**src/rtl/io_ccff_pkg.sv**
```systemverilog
// io_ccff_pkg: shared FSM state encoding and counter width helper
// for the IO configuration-chain loader.
package io_ccff_pkg;

    typedef enum logic [1:0] {
        ST_IDLE   = 2'd0,
        ST_LOAD   = 2'd1,
        ST_SETTLE = 2'd2,
        ST_DONE   = 2'd3
    } ccff_state_e;

    // Wide enough for SETTLE_CYC up to 15
    localparam int SETTLE_W = 4;

    // Bits needed to count 0..n inclusive
    function automatic int ccff_cnt_w(input int n);
        return $clog2(n + 1);
    endfunction

endpackage

```
**src/rtl/ccff_word_serializer.sv**
```systemverilog
// ccff_word_serializer: one-word buffer presenting its bits LSB first.
// Ports: clk_i/rst_ni (sync, active-low), clr_i (wipe data and bits),
//   flush_i (drop unshifted bits, keep head), load_i/data_i (new word),
//   shift_i (consume head bit), head_o (current bit), empty_o, last_o.
module ccff_word_serializer
    import io_ccff_pkg::*;
#(
    parameter int WORD_W = 8
) (
    input  logic              clk_i,
    input  logic              rst_ni,
    input  logic              clr_i,
    input  logic              flush_i,
    input  logic              load_i,
    input  logic [WORD_W-1:0] data_i,
    input  logic              shift_i,
    output logic              head_o,
    output logic              empty_o,
    output logic              last_o
);

    localparam int LW = ccff_cnt_w(WORD_W);
    localparam logic [LW-1:0] FULL = LW'(WORD_W);
    localparam logic [LW-1:0] ONE  = LW'(1);

    logic [WORD_W-1:0] data_q, data_d;
    logic [LW-1:0]     left_q, left_d;

    always_comb begin
        data_d = data_q;
        left_d = left_q;
        if (clr_i) begin
            data_d = '0;
            left_d = '0;
        end else if (flush_i) begin
            left_d = '0;
        end else if (load_i) begin
            data_d = data_i;
            left_d = FULL;
        end else if (shift_i && left_q != '0) begin
            left_d = left_q - ONE;
            // The final bit stays in place so the chain input holds
            // its last value while the buffer is empty.
            if (left_q != ONE) begin
                data_d = data_q >> 1;
            end
        end
    end

    always_ff @(posedge clk_i) begin
        if (!rst_ni) begin
            data_q <= '0;
            left_q <= '0;
        end else begin
            data_q <= data_d;
            left_q <= left_d;
        end
    end

    assign head_o  = data_q[0];
    assign empty_o = (left_q == '0);
    assign last_o  = (left_q == ONE);

endmodule

```
**src/rtl/io_ccff_loader.sv**
```systemverilog
// io_ccff_loader: streams bitstream words into the IO configuration
// chain, waits a settle period, then releases IO isolation.
// Ports: prog_clk, pReset_n (sync, active-low), start, abort,
//   word_data/word_valid/word_ready (input stream), ccff_head,
//   ccff_shift_en, ccff_tail (chain), IO_ISOL_N, busy, done, err.
module io_ccff_loader
    import io_ccff_pkg::*;
#(
    parameter int CHAIN_LEN  = 64,
    parameter int WORD_W     = 8,
    parameter int SETTLE_CYC = 2
) (
    input  logic              prog_clk,
    input  logic              pReset_n,
    input  logic              start,
    input  logic              abort,
    input  logic [WORD_W-1:0] word_data,
    input  logic              word_valid,
    output logic              word_ready,
    output logic              ccff_head,
    output logic              ccff_shift_en,
    input  logic              ccff_tail,
    output logic              IO_ISOL_N,
    output logic              busy,
    output logic              done,
    output logic              err
);

    localparam int CW = ccff_cnt_w(CHAIN_LEN);
    localparam logic [CW-1:0] LAST_IDX = CW'(CHAIN_LEN - 1);
    localparam logic [CW-1:0] CNT_ONE  = CW'(1);
    localparam logic [SETTLE_W-1:0] SETTLE_END = SETTLE_W'(SETTLE_CYC - 1);
    localparam logic [SETTLE_W-1:0] SET_ONE    = SETTLE_W'(1);

    ccff_state_e         state_q;
    logic [CW-1:0]       cnt_q;
    logic [SETTLE_W-1:0] settle_q;
    logic                iso_q;
    logic                busy_q;
    logic                done_q;
    logic                err_q;

    logic buf_empty;
    logic buf_last;
    logic in_load;
    logic kick;
    logic kill;
    logic accept;
    logic final_shift;

    // The tail is observed only by external bit-count accounting
    logic unused_tail;
    assign unused_tail = ccff_tail;

    assign in_load = (state_q == ST_LOAD);
    assign kick    = start & (state_q == ST_IDLE || state_q == ST_DONE);
    assign kill    = abort & (in_load || state_q == ST_SETTLE);

    assign ccff_shift_en = in_load & ~buf_empty;
    assign final_shift   = ccff_shift_en & (cnt_q == LAST_IDX);

    // Taking a word while the last buffered bit shifts keeps the
    // stream gapless, unless that bit completes the chain.
    assign word_ready = in_load &
        (buf_empty | (buf_last & (cnt_q < LAST_IDX)));
    assign accept = word_valid & word_ready;

    ccff_word_serializer #(
        .WORD_W(WORD_W)
    ) u_ser (
        .clk_i  (prog_clk),
        .rst_ni (pReset_n),
        .clr_i  (kick),
        .flush_i(kill | final_shift),
        .load_i (accept),
        .data_i (word_data),
        .shift_i(ccff_shift_en),
        .head_o (ccff_head),
        .empty_o(buf_empty),
        .last_o (buf_last)
    );

    always_ff @(posedge prog_clk) begin
        if (!pReset_n) begin
            state_q  <= ST_IDLE;
            cnt_q    <= '0;
            settle_q <= '0;
            iso_q    <= 1'b0;
            busy_q   <= 1'b0;
            done_q   <= 1'b0;
            err_q    <= 1'b0;
        end else begin
            unique case (state_q)
                ST_IDLE, ST_DONE: begin
                    if (kick) begin
                        state_q <= ST_LOAD;
                        cnt_q   <= '0;
                        err_q   <= 1'b0;
                        busy_q  <= 1'b1;
                        done_q  <= 1'b0;
                        iso_q   <= 1'b0;
                    end
                end
                ST_LOAD: begin
                    if (kill) begin
                        state_q <= ST_IDLE;
                        cnt_q   <= '0;
                        err_q   <= 1'b1;
                        busy_q  <= 1'b0;
                    end else if (ccff_shift_en) begin
                        cnt_q <= cnt_q + CNT_ONE;
                        if (final_shift) begin
                            state_q  <= ST_SETTLE;
                            settle_q <= '0;
                        end
                    end
                end
                ST_SETTLE: begin
                    if (kill) begin
                        state_q <= ST_IDLE;
                        cnt_q   <= '0;
                        err_q   <= 1'b1;
                        busy_q  <= 1'b0;
                    end else if (settle_q == SETTLE_END) begin
                        state_q <= ST_DONE;
                        busy_q  <= 1'b0;
                        done_q  <= 1'b1;
                        iso_q   <= 1'b1;
                    end else begin
                        settle_q <= settle_q + SET_ONE;
                    end
                end
                default: state_q <= ST_IDLE;
            endcase
        end
    end

    assign IO_ISOL_N = iso_q;
    assign busy      = busy_q;
    assign done      = done_q;
    assign err       = err_q;

endmodule

```
**config.mk**
```make
export PLATFORM = sky130hd
export DESIGN_NAME = io_ccff_loader
export DESIGN_NICKNAME = d
export VERILOG_FILES = /design/src/rtl/io_ccff_pkg.sv /design/src/rtl/ccff_word_serializer.sv /design/src/rtl/io_ccff_loader.sv
export SDC_FILE = /design/constraint.sdc
export NUM_CORES = 1
export LEC_CHECK = 0
export ABC_AREA = 1
export CORE_MARGIN = 2
export CORE_UTILIZATION = 35
export CTS_CLUSTER_DIAMETER = 50
export DETAILED_ROUTE_END_ITERATION = 8
export DONT_BUFFER_PORTS = 1
export PLACE_DENSITY = 0.52
export SYNTH_ARGS = -nofsm -noshare
export SYNTH_HDL_FRONTEND = slang
export SYNTH_SLANG_ARGS = --single-unit
```
**constraint.sdc**
```tcl
create_clock -name prog_clk -period 1.6 [get_ports prog_clk]
set_input_delay 0.32 -clock prog_clk [delete_from_list [all_inputs] [get_ports prog_clk]]
set_output_delay 0.32 -clock prog_clk [all_outputs]
set_load 0.02 [all_outputs]
```
==> flow_summary.ini <==
[run_status]
status = finished with violations
violations = setup timing

[routing]
wirelength_um = 4230
wl_per_cell_um = 12.8
drc_errors = 0
dr.pass1.iters = 4
vias = 1582
drt_iter0_drc = 36
ant_nets = 0
vias_per_cell = 4.78

[placed_design]
routabilityCongestion = 0.801
placed_area_mm2 = 0.00191
io_buffers = 0
dp_hpwl_um = 2700

[timing]
holdWs_ns = 0.137
final-max-slew-violation-count = 0
fin_skew_ns = 0.00138
report.final.hold_viol_count = 0
period_needed_ns = 1.63
setup_viol = 11
fin_crit_sh_pct = 102
finalWorstSetupSlack_ns = -0.0262
rsz0062_at_grt = yes
max_slew.worst_pin.slew_ns = 0.435
fmax_mhz = 615
slew_headroom_pct = 71.0

[power_and_ir_drop]
p_leak_nw = 0.998
switching_power_mw = 1.78
p_sw_share_pct = 42.0
internal_power_mw = 2.46
clock_power_share_pct = 13.5
seq_power_share_pct = 22.1
p_total_mw = 4.24
comb_power_share_pct = 64.4
power_density_mw_per_mm2 = 1740
ir_drop_mv = 0.834

[global_routing]
grt_pass1_wl_um = 6820
antenna_found_initial = 0
gr-total-overflow = 0
grt_start_max_net_pins = 17
gr-usage-all-layers_pct = 16.7
first_global_vias = 1511

[cts]
cts-root-buf = clkbuf_8
path_clk_slew_ns = 0.10
htreeDepth = 1
cts_tree = done
cts_made_buffers = 3
numClockSinks = 28
clock_latency_ns = 0.28
clockBufferDepth = 2
ctsHoldBuffers = 0

[synth]
synth_compound_area_share_pct = 13.6
synth_seq_cells = 28
synth_mux_area_share_pct = 0
synthesis.nets = 250
yosysUniqueCellTypes = 27
syn_area_per_cell_um2 = 7.05
yosysSeqAreaShare_pct = 34.7
synth_top_family_by_area = simple AND/OR/NAND/NOR gates
synthAdderAreaFrac_pct = 5.42
syn_inst = 229
synth-simple-area-share_pct = 35.2
syn-cell-area_mm2 = 0.00162
yosys_warnings = 0
synth-xor-area-share_pct = 2.71

[critical_path]
arrival_ns = 1.31
critical_path.most_common_cell = inv_2
crit_path_top_delay_cell = dfxtp_2
crit_type = reg -> out
endpoint_kind = output port
crit_chain = inv_2, ha_4, inv_2, nor2_4, inv_2, nand2_8, buf_12
start_kind = flip-flop
crit_fanout = 5
cp_slowest_stage_delay_ns = 0.34
crit_required_ns = 1.28

[layout]
utilization_pct = 55.3
syn_to_final_growth_pct = 51.2
fin_area_mm2 = 0.00244
multi_input_area_mm2 = 0.00118
num-fill-cells = 417
drive_gt1_share_pct = 47.3
insertedDiodeCount = 0
final_net_count = 301
register_area_um2 = 572

[die]
die_y_um = 71.9
initial_core_util_pct = 36.6
num_io_pins = 21
rows = 24
coreArea_mm2 = 0.00441
die_area_mm2 = 0.00517
die_w_um = 71.9

[min_path]
min_path_type = in -> reg

[job]
maxCapViolCount = 0
[area by class of cell]
type	count	area share (%)
clock inverter	1	1.23
clock buffer	3	1.69
tap	52	2.66
sequential	28	23.4
multi-input combinational	170	48.3
timing repair buffer	49	17.8
inverter	28	4.92
[timing repair]
action                                  CTS  global route
endpoints found under the hold margin     0             0
gates cloned                              1             0
resized for setup                        57            32
pin swaps                                23            20
endpoints found under the setup margin   26            27
buffers inserted                         15             4
[power groups by stage]
stage / Sequential, mW / Combinational, mW / Clock (mW)
2_1_floorplan: 0.902 / 1.16 / 0
3_3_place_gp: 0.939 / 1.81 / 0
3_5_place_dp: 0.939 / 1.80 / 0
4_1_cts: 0.937 / 2.42 / 0.589
5_1_grt: 0.955 / 2.95 / 0.617
6_report: 0.939 / 2.73 / 0.573
[routing by layer]
layer / vias to the layer above / track usage (%) / wire [um]
met3: 5 / 3.06 / 95
met2: 10 / 28.2 / 2180
met4: 0 / 5.45 / 48
li1: 833 / - / -
met1: 734 / 21.7 / 1900
met5: - / 0 / 0
[synth_stat cells]
library cell | n | area share (%)
a211oi_1 | 2 | 0.93
a21oi_1 | 25 | 7.7
a21oi_4 | 1 | 1.0
a22oi_1 | 1 | 0.46
buf_4 | 2 | 0.93
buf_8 | 1 | 0.93
clkinv_1 | 1 | 0.23
dfxtp_1 | 28 | 35
ha_1 | 7 | 5.4
inv_1 | 19 | 4.4
inv_2 | 8 | 1.9
nand2_1 | 61 | 14
nand2_2 | 5 | 1.9
nand2_4 | 4 | 2.8
nand2_8 | 2 | 2.5
nand3_1 | 13 | 4.0
nand4_1 | 3 | 1.2
nor2_1 | 22 | 5.1
nor2_2 | 5 | 1.9
nor3_1 | 1 | 0.31
nor3b_1 | 1 | 0.46
o21a_1 | 1 | 0.46
o21ai_0 | 6 | 1.9
o21ai_1 | 2 | 0.62
o21ai_2 | 1 | 0.54
or2_2 | 2 | 0.77
xor2_1 | 5 | 2.7
[per-stage QoR]
stage               std cells  setup TNS, ns  worst slack, ns
floorplan                 229              0          0.00320
global placement          309         -0.772          -0.0822
detailed placement        309         -0.761          -0.0786
CTS                       328        -0.0820          -0.0275
global route              331          -2.11           -0.121
finish                    331         -0.149          -0.0262
[cell families (layout without fill, tap and decap cells)]
kind of cell | Yosys count | in the layout
AND/OR/NAND/NOR | 119 | 119
flip-flops | 28 | 28
XOR/XNOR | 5 | 5
adder cells (fa/ha/maj) | 7 | 7
AO/OA/AOI/OAI | 39 | 39
buffers and inverters | 31 | 81
[critical path: cells and delay by family (launching register included)]
family	cells	cell delay [ns]
DFF	1	0.34
buffers and inverters	4	0.31
adders and majority gates	1	0.18
and+or+nand+nor	2	0.18
[placed cells by master, fill, tap and decap left out, types with 2 or more instances in the layout]
cell	synthesis	layout
nand4_1	3	3
buf_6	0	8
ha_4	0	4
nor2_4	0	7
nand2_2	5	12
nand3_2	0	2
inv_2	8	6
inv_4	0	6
o21ai_0	6	2
a21oi_1	25	15
buf_4	2	39
dfxtp_4	0	2
xor2_1	5	5
nor2_2	5	6
o21ai_2	1	2
nor2_1	22	14
dfxtp_1	28	23
ha_1	7	3
nand3_1	13	11
inv_1	19	15
dfxtp_2	0	3
a21oi_2	0	10
nand2_4	4	10
nand2_1	61	47
o21ai_1	2	4
clkbuf_8	0	3
nand2_8	2	3
[state kept, by name, summed over array words and instances, names as in the netlist]
register      cells
err               1
done              1
state_q           2
u_ser.left_q      4
settle_q          4
busy              1
cnt_q             7
u_ser.data_q      8
[worst paths after layout]
check                       start         endpoint  slack [ns]  cells after the start
setup reg to reg       state_q[1]             busy       -0.03                      9
setup / recovery       state_q[1]       word_ready       -0.03                      7
hold / removal           pReset_n       state_q[1]        0.14                      2
hold reg to reg   u_ser.data_q[4]  u_ser.data_q[4]        0.47                      2
Note: power is estimated with default switching activity, not from simulation.
